==> src/rtl/usb_tx_scheduler.sv <==
// usb_tx_scheduler: round-robin arbiter that frames requester packets into the FT232H bridge TX FIFO after a space check
module usb_tx_scheduler #(
    parameter int NUM_CH      = 2,
    parameter int FIFO_DEPTH  = 512,
    parameter int FIFO_WIDTHU = 9,
    parameter int POLL_GAP    = 16
) (
    input  logic                clk,
    input  logic                reset,
    input  logic [NUM_CH-1:0]   req,
    input  logic [8*NUM_CH-1:0] req_len,
    output logic [NUM_CH-1:0]   gnt,
    input  logic [8*NUM_CH-1:0] src_data,
    input  logic [NUM_CH-1:0]   src_valid,
    output logic [NUM_CH-1:0]   src_ready,
    output logic [3:0]          avm_address,
    output logic                avm_read,
    input  logic [7:0]          avm_readdata,
    output logic                avm_write,
    output logic [7:0]          avm_writedata,
    output logic                busy,
    output logic [15:0]         pkt_count
);
    localparam int GW = NUM_CH > 1 ? $clog2(NUM_CH) : 1;
    localparam int CW = POLL_GAP > 1 ? $clog2(POLL_GAP) : 1;
    localparam int UW = FIFO_WIDTHU + 1;
    typedef enum logic [3:0] {IDLE, RD_L, RD_H, EVAL, WAIT, HDR, LEN, DATA, DONE} state_t;
    state_t            r_state;
    logic [GW-1:0]     r_g, r_rr, w_pick;
    logic [7:0]        r_len, r_rem, r_stl, r_wdata;
    logic [CW-1:0]     r_cnt;
    logic [NUM_CH-1:0] r_gnt;
    logic              r_rd, r_wr;
    logic [3:0]        r_addr;
    logic [15:0]       r_pkt, w_status;
    logic [UW-1:0]     w_used, w_free;
    logic              w_fits, w_acc, w_unused;
    // first pending requester at or after the round-robin pointer, wrapping
    always_comb begin
        w_pick = '0;
        for (int k = NUM_CH - 1; k >= 0; k--)
            if (req[(int'(r_rr) + k) % NUM_CH]) w_pick = GW'((int'(r_rr) + k) % NUM_CH);
    end
    assign w_status      = {avm_readdata, r_stl};
    assign w_unused      = ^w_status;
    assign w_used        = w_status[FIFO_WIDTHU] ? UW'(FIFO_DEPTH) : {1'b0, w_status[FIFO_WIDTHU-1:0]};
    assign w_free        = UW'(FIFO_DEPTH) - w_used;
    assign w_fits        = 11'(w_free) >= 11'(r_len) + 11'd2;
    assign w_acc         = (r_state == DATA) && src_valid[r_g];
    assign gnt           = r_gnt;
    assign src_ready     = (r_state == DATA) ? r_gnt : '0;
    assign avm_read      = r_rd;
    assign avm_write     = r_wr | w_acc;
    assign avm_address   = r_addr;
    assign avm_writedata = (r_state == DATA) ? src_data[8*r_g +: 8] : r_wdata;
    assign busy          = r_state != IDLE;
    assign pkt_count     = r_pkt;
    // packet FSM: grant, poll TX status until the whole frame fits, then stream header, length and payload
    always_ff @(posedge clk) begin
        if (reset) begin
            r_state <= IDLE;
            r_g     <= '0;
            r_rr    <= '0;
            r_len   <= '0;
            r_rem   <= '0;
            r_stl   <= '0;
            r_cnt   <= '0;
            r_gnt   <= '0;
            r_rd    <= 1'b0;
            r_wr    <= 1'b0;
            r_addr  <= '0;
            r_wdata <= '0;
            r_pkt   <= '0;
        end else begin
            case (r_state)
                IDLE: if (|req) begin
                    r_g     <= w_pick;
                    r_len   <= req_len[8*w_pick +: 8];
                    r_gnt   <= NUM_CH'(1) << w_pick;
                    r_rd    <= 1'b1;
                    r_addr  <= 4'd2;
                    r_state <= RD_L;
                end
                RD_L: begin
                    r_addr  <= 4'd3;
                    r_state <= RD_H;
                end
                RD_H: begin
                    r_stl   <= avm_readdata;
                    r_rd    <= 1'b0;
                    r_addr  <= 4'd0;
                    r_state <= EVAL;
                end
                EVAL: if (w_fits) begin
                    r_wr    <= 1'b1;
                    r_wdata <= 8'hA0 | 8'(r_g);
                    r_state <= HDR;
                end else if (POLL_GAP <= 1) begin
                    r_rd    <= 1'b1;
                    r_addr  <= 4'd2;
                    r_state <= RD_L;
                end else begin
                    r_cnt   <= CW'(POLL_GAP > 1 ? POLL_GAP - 2 : 0);
                    r_state <= WAIT;
                end
                WAIT: if (r_cnt == '0) begin
                    r_rd    <= 1'b1;
                    r_addr  <= 4'd2;
                    r_state <= RD_L;
                end else r_cnt <= r_cnt - 1'b1;
                HDR: begin
                    r_wdata <= r_len;
                    r_state <= LEN;
                end
                LEN: begin
                    r_wr    <= 1'b0;
                    r_wdata <= '0;
                    r_rem   <= r_len;
                    r_state <= (r_len == 8'd0) ? DONE : DATA;
                end
                DATA: if (src_valid[r_g]) begin
                    r_rem <= r_rem - 8'd1;
                    if (r_rem == 8'd1) r_state <= DONE;
                end
                DONE: begin
                    r_gnt   <= '0;
                    r_pkt   <= r_pkt + 16'd1;
                    r_rr    <= GW'((int'(r_g) + 1) % NUM_CH);
                    r_state <= IDLE;
                end
                default: r_state <= IDLE;
            endcase
        end
    end
endmodule

==> config.mk <==
export PLATFORM = sky130hd
export DESIGN_NAME = usb_tx_scheduler
export DESIGN_NICKNAME = d
export VERILOG_FILES = /design/src/rtl/usb_tx_scheduler.sv
export SDC_FILE = /design/constraint.sdc
export NUM_CORES = 1
export LEC_CHECK = 0
export BUFFER_PORTS_ARGS = -buffer_cell sky130_fd_sc_hd__buf_2
export CAP_MARGIN = 10
export CORE_MARGIN = 10
export CORE_UTILIZATION = 30
export CTS_CLUSTER_DIAMETER = 60
export DETAILED_ROUTE_END_ITERATION = 7
export PLACE_DENSITY = 0.53
export SYNTH_ARGS = -nofsm -noshare
export SYNTH_HDL_FRONTEND = slang
export SYNTH_SLANG_ARGS = --single-unit
export TNS_END_PERCENT = 5
==> constraint.sdc <==
create_clock -name clk -period 5 [get_ports clk]
set_input_delay 1.5 -clock clk [delete_from_list [all_inputs] [get_ports clk]]
set_output_delay 1.5 -clock clk [all_outputs]
set_load 0.01 [all_outputs]
==> reports/metrics.cfg <==
[outcome]
status=finished clean

[logic_synthesis]
netlist_top_cells_area=dfxtp_1 34%, nor2_1 6.7%, ha_1 5.0%, mux2i_1 4.8%, a21oi_1 4.7%
yosys.area_share.simple=0.260
synthAdderAreaFrac=0.0504
synth-seq-cells=64
synthArstFlopShare=0
synth_edf_count=0
synth-main-ff-cell=dfxtp_1
synth_top_family_by_area=simple AND/OR/NAND/NOR gates
ys_types=58
syn_avg_cell_area_um2=8.09
ys_warn_count=0
seq_area_frac_synth=0.344
synth_mux_area_frac=0.0484
synth_compound_area_frac=0.186
synth_top_area_cell=dfxtp_1
synth_cells=460
synth_xor_area_frac=0.0565
yosysTopAreaCellShare=0.344
netlist_area_mm2=0.00372

[layout]
final_cell_mix=78 x buf_2, 66 x nor2_1, 64 x dfxtp_1, 46 x nand2_1, 35 x a21oi_1
final_nets=585
layout-area-overhead-vs-synth_pct=21.2
n_fill_cell=1260
final_common_cell=buf_2
multi_input_area_mm2=0.00225
seq_area_mm2=0.00128
antenna-diode-count=0
drive_gt1_frac=0.202
postLayoutCoreUtil=0.374

[sta]
hold_viol_final=0
finalSetupViolations=0
rsz0062_at_grt=false
period_share=0.815
hold_ws_ps=465
slew_headroom=0.240
drv_slew=0
setup_tns_ps=0
worst_slack_ps=926
finalCriticalPeriod_ps=4070
tightest_slew_ps=1130
max_freq_ghz=0.245
clock_skew_ps=6.68

[routing]
vias_per_cell=4.88
top_layer_used=met4
first_pass_iters=4
wl_met1_um=4560
finalWirelength_um=10100
met2WireLength_um=4990
wl_per_cell_um=14.5
ant_nets=0
wl_met3_um=299
drtIter0Drc=184
num_vias=3404
drc_errors=0

[clock_tree]
cts_max_level=3
cts_resized=0
root_buffer=clkbuf_16
cts_buffers=9
cts_setup_buffers=0
clk_path_buf_depth=2
insertion_delay_ps=340
cts_tree=done
clkTransAtPathRegs_ps=50
cts_hold_buf=0
clock_sinks=64

[critical_path]
ff2ff_setup_slack_ps=1930
slowest_delay_ps=490
critPathMaxFanout=14
crit_chain=buf_2, nand2b_1, ha_1, o21ai_0, nor2_1, o32a_1, ha_1, a211o_1, a21oi_1, o211ai_1, a21oi_2, nor2_1, a2111oi_2
worst_ep_arrival_time_ps=4310
cp_top_family=compound AO/OA/AOI/OAI gates
end_kind=flip-flop
crit_type=primary input to flip-flop
r2r-start=r_len[1]$_SDFFE_PP0P_
startpoint_type=primary input
r2r_end=r_wdata[0]$_SDFFE_PP0P_
cp.required_ps=5240
worstRegToRegCells=11
cp_num_buf_inv=1
critPathSlowestCell=a21oi_2

[place]
post-place-ws_ps=597
portBuffers=78
dp_hpwl_um=7520
gp_congestion=0.791

[power_and_ir_drop]
p_leak_nw=1.83
ir_drop_uv=130
power.density_mw_per_mm2=470
finalPower_mw=2.12

[floorplan]
initial_core_util=0.309
die_w_um=131
die_area_mm2=0.0173
rows=40
ios=81
die_height_um=131
core_mm2=0.0121

[hold_path]
whs_path_depth=1
hp-class=flip-flop to flip-flop
min_to=r_cnt[3]$_SDFFE_PP0P_
hp-start=r_cnt[3]$_SDFFE_PP0P_

[job]
max-cap-violations=0

[global_route]
antenna_found_initial=0
grt.overflow.total=0
grt_pass1_wl_um=16600
grt_max_degree=43
gr-usage-all-layers=0.116
grt_pass1_vias=3340

[metrics by stage]
stage	cell area (um2)	std cells
floorplan	3720	461
global placement	4200	681
detailed placement	4200	681
CTS	4510	697
global route	4510	697
finish	4510	697
[worst reg2reg max path: stages, from the launching register on]
cell	delay, ps
dfxtp_1	570
ha_1	270
nand3_1	120
nor2_1	160
xnor2_1	130
ha_1	260
a211o_1	290
a21oi_1	110
o211ai_1	170
a21oi_2	490
nor2_1	110
a2111oi_2	280
[area by class of cell]
cell class | instances | area share
clock inverters | 5 | 0.0180
multi-input cells | 355 | 0.498
repair buffers | 80 | 0.0899
well taps | 168 | 0.0466
flip-flops and latches | 64 | 0.284
inverters | 14 | 0.0117
clock buffers | 11 | 0.0516
[how the worst max path moves through the flow]
stage	startpoint	endpoint	slack (ps)	cells past startpoint
3_3_place_gp	avm_readdata[1]	r_wdata[0]$_SDFFE_PP0P_	710	13
4_1_cts	avm_readdata[1]	r_wdata[0]$_SDFFE_PP0P_	940	13
2_1_floorplan	avm_readdata[1]	r_wdata[0]$_SDFFE_PP0P_	950	13
6_report	avm_readdata[1]	r_wdata[0]$_SDFFE_PP0P_	930	13
3_5_place_dp	avm_readdata[1]	r_wdata[0]$_SDFFE_PP0P_	600	13
5_1_grt	avm_readdata[1]	r_wdata[0]$_SDFFE_PP0P_	630	13
[report_power, final]
part | total [mW] | leakage [nW] | internal [mW] | switching [mW]
clock | 0.669 | 0.150 | 0.436 | 0.233
combinational | 0.693 | 1.16 | 0.318 | 0.375
sequential | 0.755 | 0.520 | 0.592 | 0.164
[layer usage]
metal | GRT usage | vias to the layer above
li1 | - | 1749
met1 | 0.138 | 1584
met2 | 0.189 | 53
met3 | 0.0263 | 18
met4 | 0.0606 | 0
met5 | 0 | -
[flip-flops by register name (all words and copies together) (netlist names)]
name	cells
r_state	4
avm_read	1
r_wdata	8
r_wr	1
gnt	2
r_rr	1
r_stl	8
r_cnt	4
r_len	8
avm_address	2
r_g	1
pkt_count	16
r_rem	8
[synthesized netlist by cell type, types with 3 or more instances]
cell type and count:
nor2b_1 6, buf_4 5, mux2i_1 18, o21ai_0 24
nand2_1 46, xnor2_1 8, xor2_1 16, inv_1 13
buf_2 5, ha_1 15, and3_1 4, nand3_1 15
nor3b_1 3, a21oi_1 35, a211oi_1 15, nor4_1 5
dfxtp_1 64, nor3_1 14, a32oi_1 5, and2_1 5
nor2_1 66, a22oi_1 3, nand2b_1 6, and4_1 3
clkbuf_1 16, nand4_1 3
[logic make-up (layout without fill, tap and decap cells)]
logic type                 after synthesis  in the layout
AOI/OAI and AO/OA                      106            106
xor gates and xnor gates                24             24
adders and majority gates               15             15
buffers and inverters                   42            110
DFF                                     64             64
muxes                                   18             18
other                                    1              2
and+or+nand+nor                        190            190
(Power assumes the default switching activity.)
